<file path="src/rtl/mont_mul_pipe.sv">
// Montgomery modular multiplier: out = in1 * in2 * R^-1 mod p, with R = 2^DATAWIDTH.
// Optional macro MM_PIPE_EN selects a 3-stage pipeline (latency 3); otherwise latency 1.
module mont_mul_pipe #(
  parameter int DATAWIDTH = 14
) (
  input  logic                 clk,
  input  logic                 rst_n,
  input  logic                 in_valid,
  input  logic [DATAWIDTH-1:0] in1,
  input  logic [DATAWIDTH-1:0] in2,
  input  logic [DATAWIDTH-1:0] mu,
  input  logic [DATAWIDTH-1:0] p,
  input  logic [DATAWIDTH-1:0] p_neg,
  output logic                 out_valid,
  output logic [DATAWIDTH-1:0] out
);

  localparam int W = DATAWIDTH;

  // Full-width product of the two operands.
  function automatic logic [2*W-1:0] calc_t(input logic [W-1:0] a_v, input logic [W-1:0] b_v);
    calc_t = {{W{1'b0}}, a_v} * {{W{1'b0}}, b_v};
  endfunction

  // m = (t mod R) * mu mod R; truncation to W bits is the mod R.
  function automatic logic [W-1:0] calc_m(input logic [2*W-1:0] t_v, input logic [W-1:0] mu_v);
    logic [W-1:0] t_lo;
    t_lo   = t_v[W-1:0];
    calc_m = t_lo * mu_v;
  endfunction

  // u = (t + m*p) >> W, then a single conditional subtraction of p.
  function automatic logic [W-1:0] calc_reduce(input logic [2*W-1:0] t_v,
                                               input logic [W-1:0]   m_v,
                                               input logic [W-1:0]   p_v,
                                               input logic [W-1:0]   pn_v);
    logic [2*W-1:0] mp;
    logic [W:0]     u;
    logic [W-1:0]   u_lo;
    logic [W-1:0]   sub;
    mp   = {{W{1'b0}}, m_v} * {{W{1'b0}}, p_v};
    u    = (W+1)'(({1'b0, t_v} + {1'b0, mp}) >> W);
    u_lo = u[W-1:0];
    sub  = u_lo + pn_v;
    if (u >= {1'b0, p_v}) begin
      calc_reduce = sub;
    end else begin
      calc_reduce = u_lo;
    end
  endfunction

`ifdef MM_PIPE_EN

  logic [2*W-1:0] t_s;
  logic [2*W-1:0] t_r1;
  logic           v_r1;
  logic [W-1:0]   m_s;
  logic [2*W-1:0] t_r2;
  logic [W-1:0]   m_r2;
  logic           v_r2;
  logic [W-1:0]   red_s;

  // Per-stage combinational arithmetic feeding the pipeline registers.
  always_comb begin
    t_s   = calc_t(in1, in2);
    m_s   = calc_m(t_r1, mu);
    red_s = calc_reduce(t_r2, m_r2, p, p_neg);
  end

  // Stage 1: product t and its valid tag.
  always_ff @(posedge clk or negedge rst_n) begin
    if (!rst_n) begin
      t_r1 <= {(2*W){1'b0}};
      v_r1 <= 1'b0;
    end else begin
      t_r1 <= t_s;
      v_r1 <= in_valid;
    end
  end

  // Stage 2: m alongside the carried product.
  always_ff @(posedge clk or negedge rst_n) begin
    if (!rst_n) begin
      t_r2 <= {(2*W){1'b0}};
      m_r2 <= {W{1'b0}};
      v_r2 <= 1'b0;
    end else begin
      t_r2 <= t_r1;
      m_r2 <= m_s;
      v_r2 <= v_r1;
    end
  end

  // Stage 3: reduced, conditionally subtracted result.
  always_ff @(posedge clk or negedge rst_n) begin
    if (!rst_n) begin
      out       <= {W{1'b0}};
      out_valid <= 1'b0;
    end else begin
      out       <= red_s;
      out_valid <= v_r2;
    end
  end

`else

  logic [2*W-1:0] t_s;
  logic [W-1:0]   m_s;
  logic [W-1:0]   red_s;

  // Whole reduction in one combinational cone.
  always_comb begin
    t_s   = calc_t(in1, in2);
    m_s   = calc_m(t_s, mu);
    red_s = calc_reduce(t_s, m_s, p, p_neg);
  end

  // Single output register with its valid tag.
  always_ff @(posedge clk or negedge rst_n) begin
    if (!rst_n) begin
      out       <= {W{1'b0}};
      out_valid <= 1'b0;
    end else begin
      out       <= red_s;
      out_valid <= in_valid;
    end
  end

`endif

endmodule

</file>
<file path="config.mk">
export PLATFORM = sky130hd
export DESIGN_NAME = mont_mul_pipe
export DESIGN_NICKNAME = d
export VERILOG_FILES = /design/src/rtl/mont_mul_pipe.sv
export SDC_FILE = /design/constraint.sdc
export NUM_CORES = 1
export LEC_CHECK = 0
export CELL_PAD_IN_SITES_DETAIL_PLACEMENT = 0
export CELL_PAD_IN_SITES_GLOBAL_PLACEMENT = 2
export CORE_MARGIN = 2
export CORE_UTILIZATION = 44
export DETAILED_ROUTE_END_ITERATION = 8
export PLACE_DENSITY_LB_ADDON = 0.1
export SLEW_MARGIN = 15
export SYNTH_ARGS = -nofsm -noshare
export SYNTH_HDL_FRONTEND = slang
export SYNTH_SLANG_ARGS = --single-unit
</file>
<file path="constraint.sdc">
create_clock -name clk -period 0.9 [get_ports clk]
set_input_delay 0.18 -clock clk [delete_from_list [all_inputs] [get_ports clk]]
set_output_delay 0.18 -clock clk [all_outputs]
set_load 0.005 [all_outputs]
</file>
==> results by group <==
Run status
  • Status: finished with violations
  • Failing checks: setup timing

Die
  • Initial Utilization: 0.446
  • Die Y: slightly above 200 um
  • Die ar.: roughly 0.042 mm2
  • CORE AREA: roughly 0.040 mm2
  • Die W: slightly above 200 um
  • Cell Rows: 73
  • I/O pin total: a little under 90

Clocking
  • TritonCTS clock tree: yes
  • Reg clk slew, reported paths: ~0.050 ns
  • Clock buffer depth: 2
  • H-tree depth: 1
  • CTS sink count: 15
  • TritonCTS buffer count: 3
  • Hold Buf Count CTS: 0
  • Root buf cell: clkbuf_16

Detailed routing
  • Vias: 14,228
  • DR pass1 iterations: 5
  • Remaining antenna violation count after routing: 0
  • Drc violations: 0
  • Post-Route WL: ~45 mm
  • Vias per std cell: slightly below 5
  • Wire length per cell: roughly 16 um
  • Number of DRC markers in iteration 0: 450

Critical path
  • CP dominant cell by count: fa_1
  • Crit path max-delay cell type: fa_1
  • Critical Path Source Type: primary input
  • Setup CP Type: in2reg
  • Worst Path Required: 1.03 ns
  • Crit. End Element: register
  • CP max stage delay: approximately 0.52 ns
  • Worst EP arrival: roughly 16 ns
  • Setup crit end: out[3]$_DFF_PN0_
  • Crit path max fanout: 7
  • Worst Setup SP: in2[2]

GRT
  • First-pass GRT wire length: approximately 79 mm
  • Largest net degree at the start of global routing: 18
  • Grt ovf: 0
  • Number of global-route vias before repair: between 15,000 and 20,000
  • Total Routing Usage GR: 0.234
  • Initial antenna violation count: 0

Timing
  • Final WS setup: -14.56 ns
  • Endpoints failing hold: 0
  • FMAX: around 65 MHz
  • Finish-stage setup viols: 25
  • Tcrit/Tclk final: 17.2
  • Unrepaired setup endpoints after global routing: yes
  • Slew HR: 0.687
  • Final Max Tran Viols: 0
  • Fin crit period: 15.46 ns
  • Hold Slack: approximately 0.26 ns
  • Slew at the pin with the worst max-slew slack: roughly 0.47 ns
  • TNS Setup: -203.42 ns

Synthesis
  • YS warnings: 0
  • Sequential area share after synthesis: 0.0211
  • Library cells used by synthesis: between 60 and 70
  • Syn_area_per_cell: between 8 and 9 um2
  • EDFF count, synth: 0
  • Syn Nets: 2,697
  • Gate Count Post-Synth: ~2,000
  • Post-Syn Area: 0.0178 mm2
  • Post-synth top flop: dfrtp_1
  • Register bit total from synthesis: 15
  • Ys async rst share: 1.00

Finish
  • Layout area overhead: 25.8%
  • # nets final: around 3,100
  • Fraction of layout instances using a drive strength above 1: 0.218
  • Design area: 0.0223 mm2
  • Fillers: approximately 3,800

Place
  • I/O Buffers: between 80 and 90
  • Placed standard-cell area: approximately 0.022 mm2
  • Placer Congestion: roughly 0.86
  • Hpwl dp: 39.9 mm

Flow run
  • Max cap viols: 0

Worst hold path
  • HP Class: in2async
-- placed cells by master (no fill, tap or decap), types with 12 or more instances in the layout --
master             n
and3_1            14
a21oi_1           35
a31oi_1           15
buf_2             18
and2_1           184
fa_1             358
buf_6             15
buf_4            342
dfrtp_1           15
inv_2             15
o21ai_0           16
nor3_1            13
nand2_1          257
clkdlybuf4s50_1   56
nand2b_1          25
nor2_1            31
ha_1             233
nand3_1           12
a21o_1            19
xor2_1            20
inv_1            443
xnor2_1           41
-- layout make-up --
type | count | area, um2 | area share
diodes | 1 | 2.50 | 0.000112
repair buffers | 444 | 3570 | 0.160
multi-input cells | 1468 | 15900 | 0.713
inverters | 458 | 1720 | 0.0770
flip-flops and latches | 15 | 375 | 0.0168
clock buffers | 4 | 78.8 | 0.00353
well taps | 525 | 657 | 0.0294
-- cells by family (layout without fill, tap and decap cells) --
family,Yosys count,in the layout,share of synthesized area
buf+inv,527,906,0.112
compound gates,155,155,0.0577
mux,9,9,0.00564
flops,15,15,0.0211
xor+xnor,78,78,0.0425
other cells,0,1,0
fa+ha+maj,614,614,0.588
simple gates,612,612,0.174
-- per-stage QoR --
stage / utilization / std cells / setup slack, ns
4_1_cts: 0.552 / 2906 / -14.58
6_report: 0.561 / 2915 / -14.56
3_3_place_gp: 0.544 / 2884 / -15.30
3_5_place_dp: 0.544 / 2884 / -15.55
5_1_grt: 0.561 / 2914 / -15.11
2_1_floorplan: - / 2010 / -14.36
-- state kept, by name, summed over array words and instances (netlist names) --
register and cells:
out_valid 1, out 14
-- metal layers --
layer / share of wire / wire length (um) / GRT usage
met5: 0 / 0 / 0
met4: 0.014 / 633 / 0.0321
met3: 0.025 / 1120 / 0.0126
met2: 0.51 / 23300 / 0.424
met1: 0.45 / 20500 / 0.315
-- how the worst min path moves through the flow --
stage,start,end,slack (ns),cells after the start
4_1_cts,rst_n,out[0]$_DFF_PN0_,0.26,2
2_1_floorplan,rst_n,out[0]$_DFF_PN0_,-0.12,0
6_report,rst_n,out[1]$_DFF_PN0_,0.26,2
3_5_place_dp,rst_n,out[0]$_DFF_PN0_,0.53,2
3_3_place_gp,rst_n,out[0]$_DFF_PN0_,0.53,2
5_1_grt,rst_n,out[1]$_DFF_PN0_,0.27,2
-- critical path, delay by kind of cell --
kind,cells,cell delay (ns)
adders and majority gates,21,9.23
AOI/OAI and AO/OA,8,1.69
xor gates and xnor gates,9,1.69
and+or+nand+nor,9,1.39
buffers and inverters,16,1.08
muxes,1,0.30
-- synth_stat cells (10+ instances only) --
library cell	number	area share
and3_1	16	0.0056
and2_1	186	0.066
inv_1	458	0.097
o21ai_0	29	0.0082
fa_1	366	0.41
a21o_1	19	0.0080
xor2_1	22	0.011
nor2b_1	10	0.0035
nor3_1	13	0.0037
ha_1	248	0.17
xnor2_1	49	0.024
nand2_1	272	0.058
nand3_1	13	0.0037
dfrtp_1	15	0.021
nand2b_1	25	0.0088
a21oi_1	39	0.011
a31oi_1	16	0.0056
nor2_1	36	0.0076
clkbuf_1	67	0.014
-- repair_timing --
item / in CTS / in global routing
gates cloned: 2 / 0
pin swaps: 68 / 67
gates resized for setup: 168 / 87
setup buffers: 17 / 11
setup endpoints to repair: 29 / 29
Power is left out: the tool's default activity adds up to more than one toggle a clock period on the data nets, which glitch-free logic cannot reach.
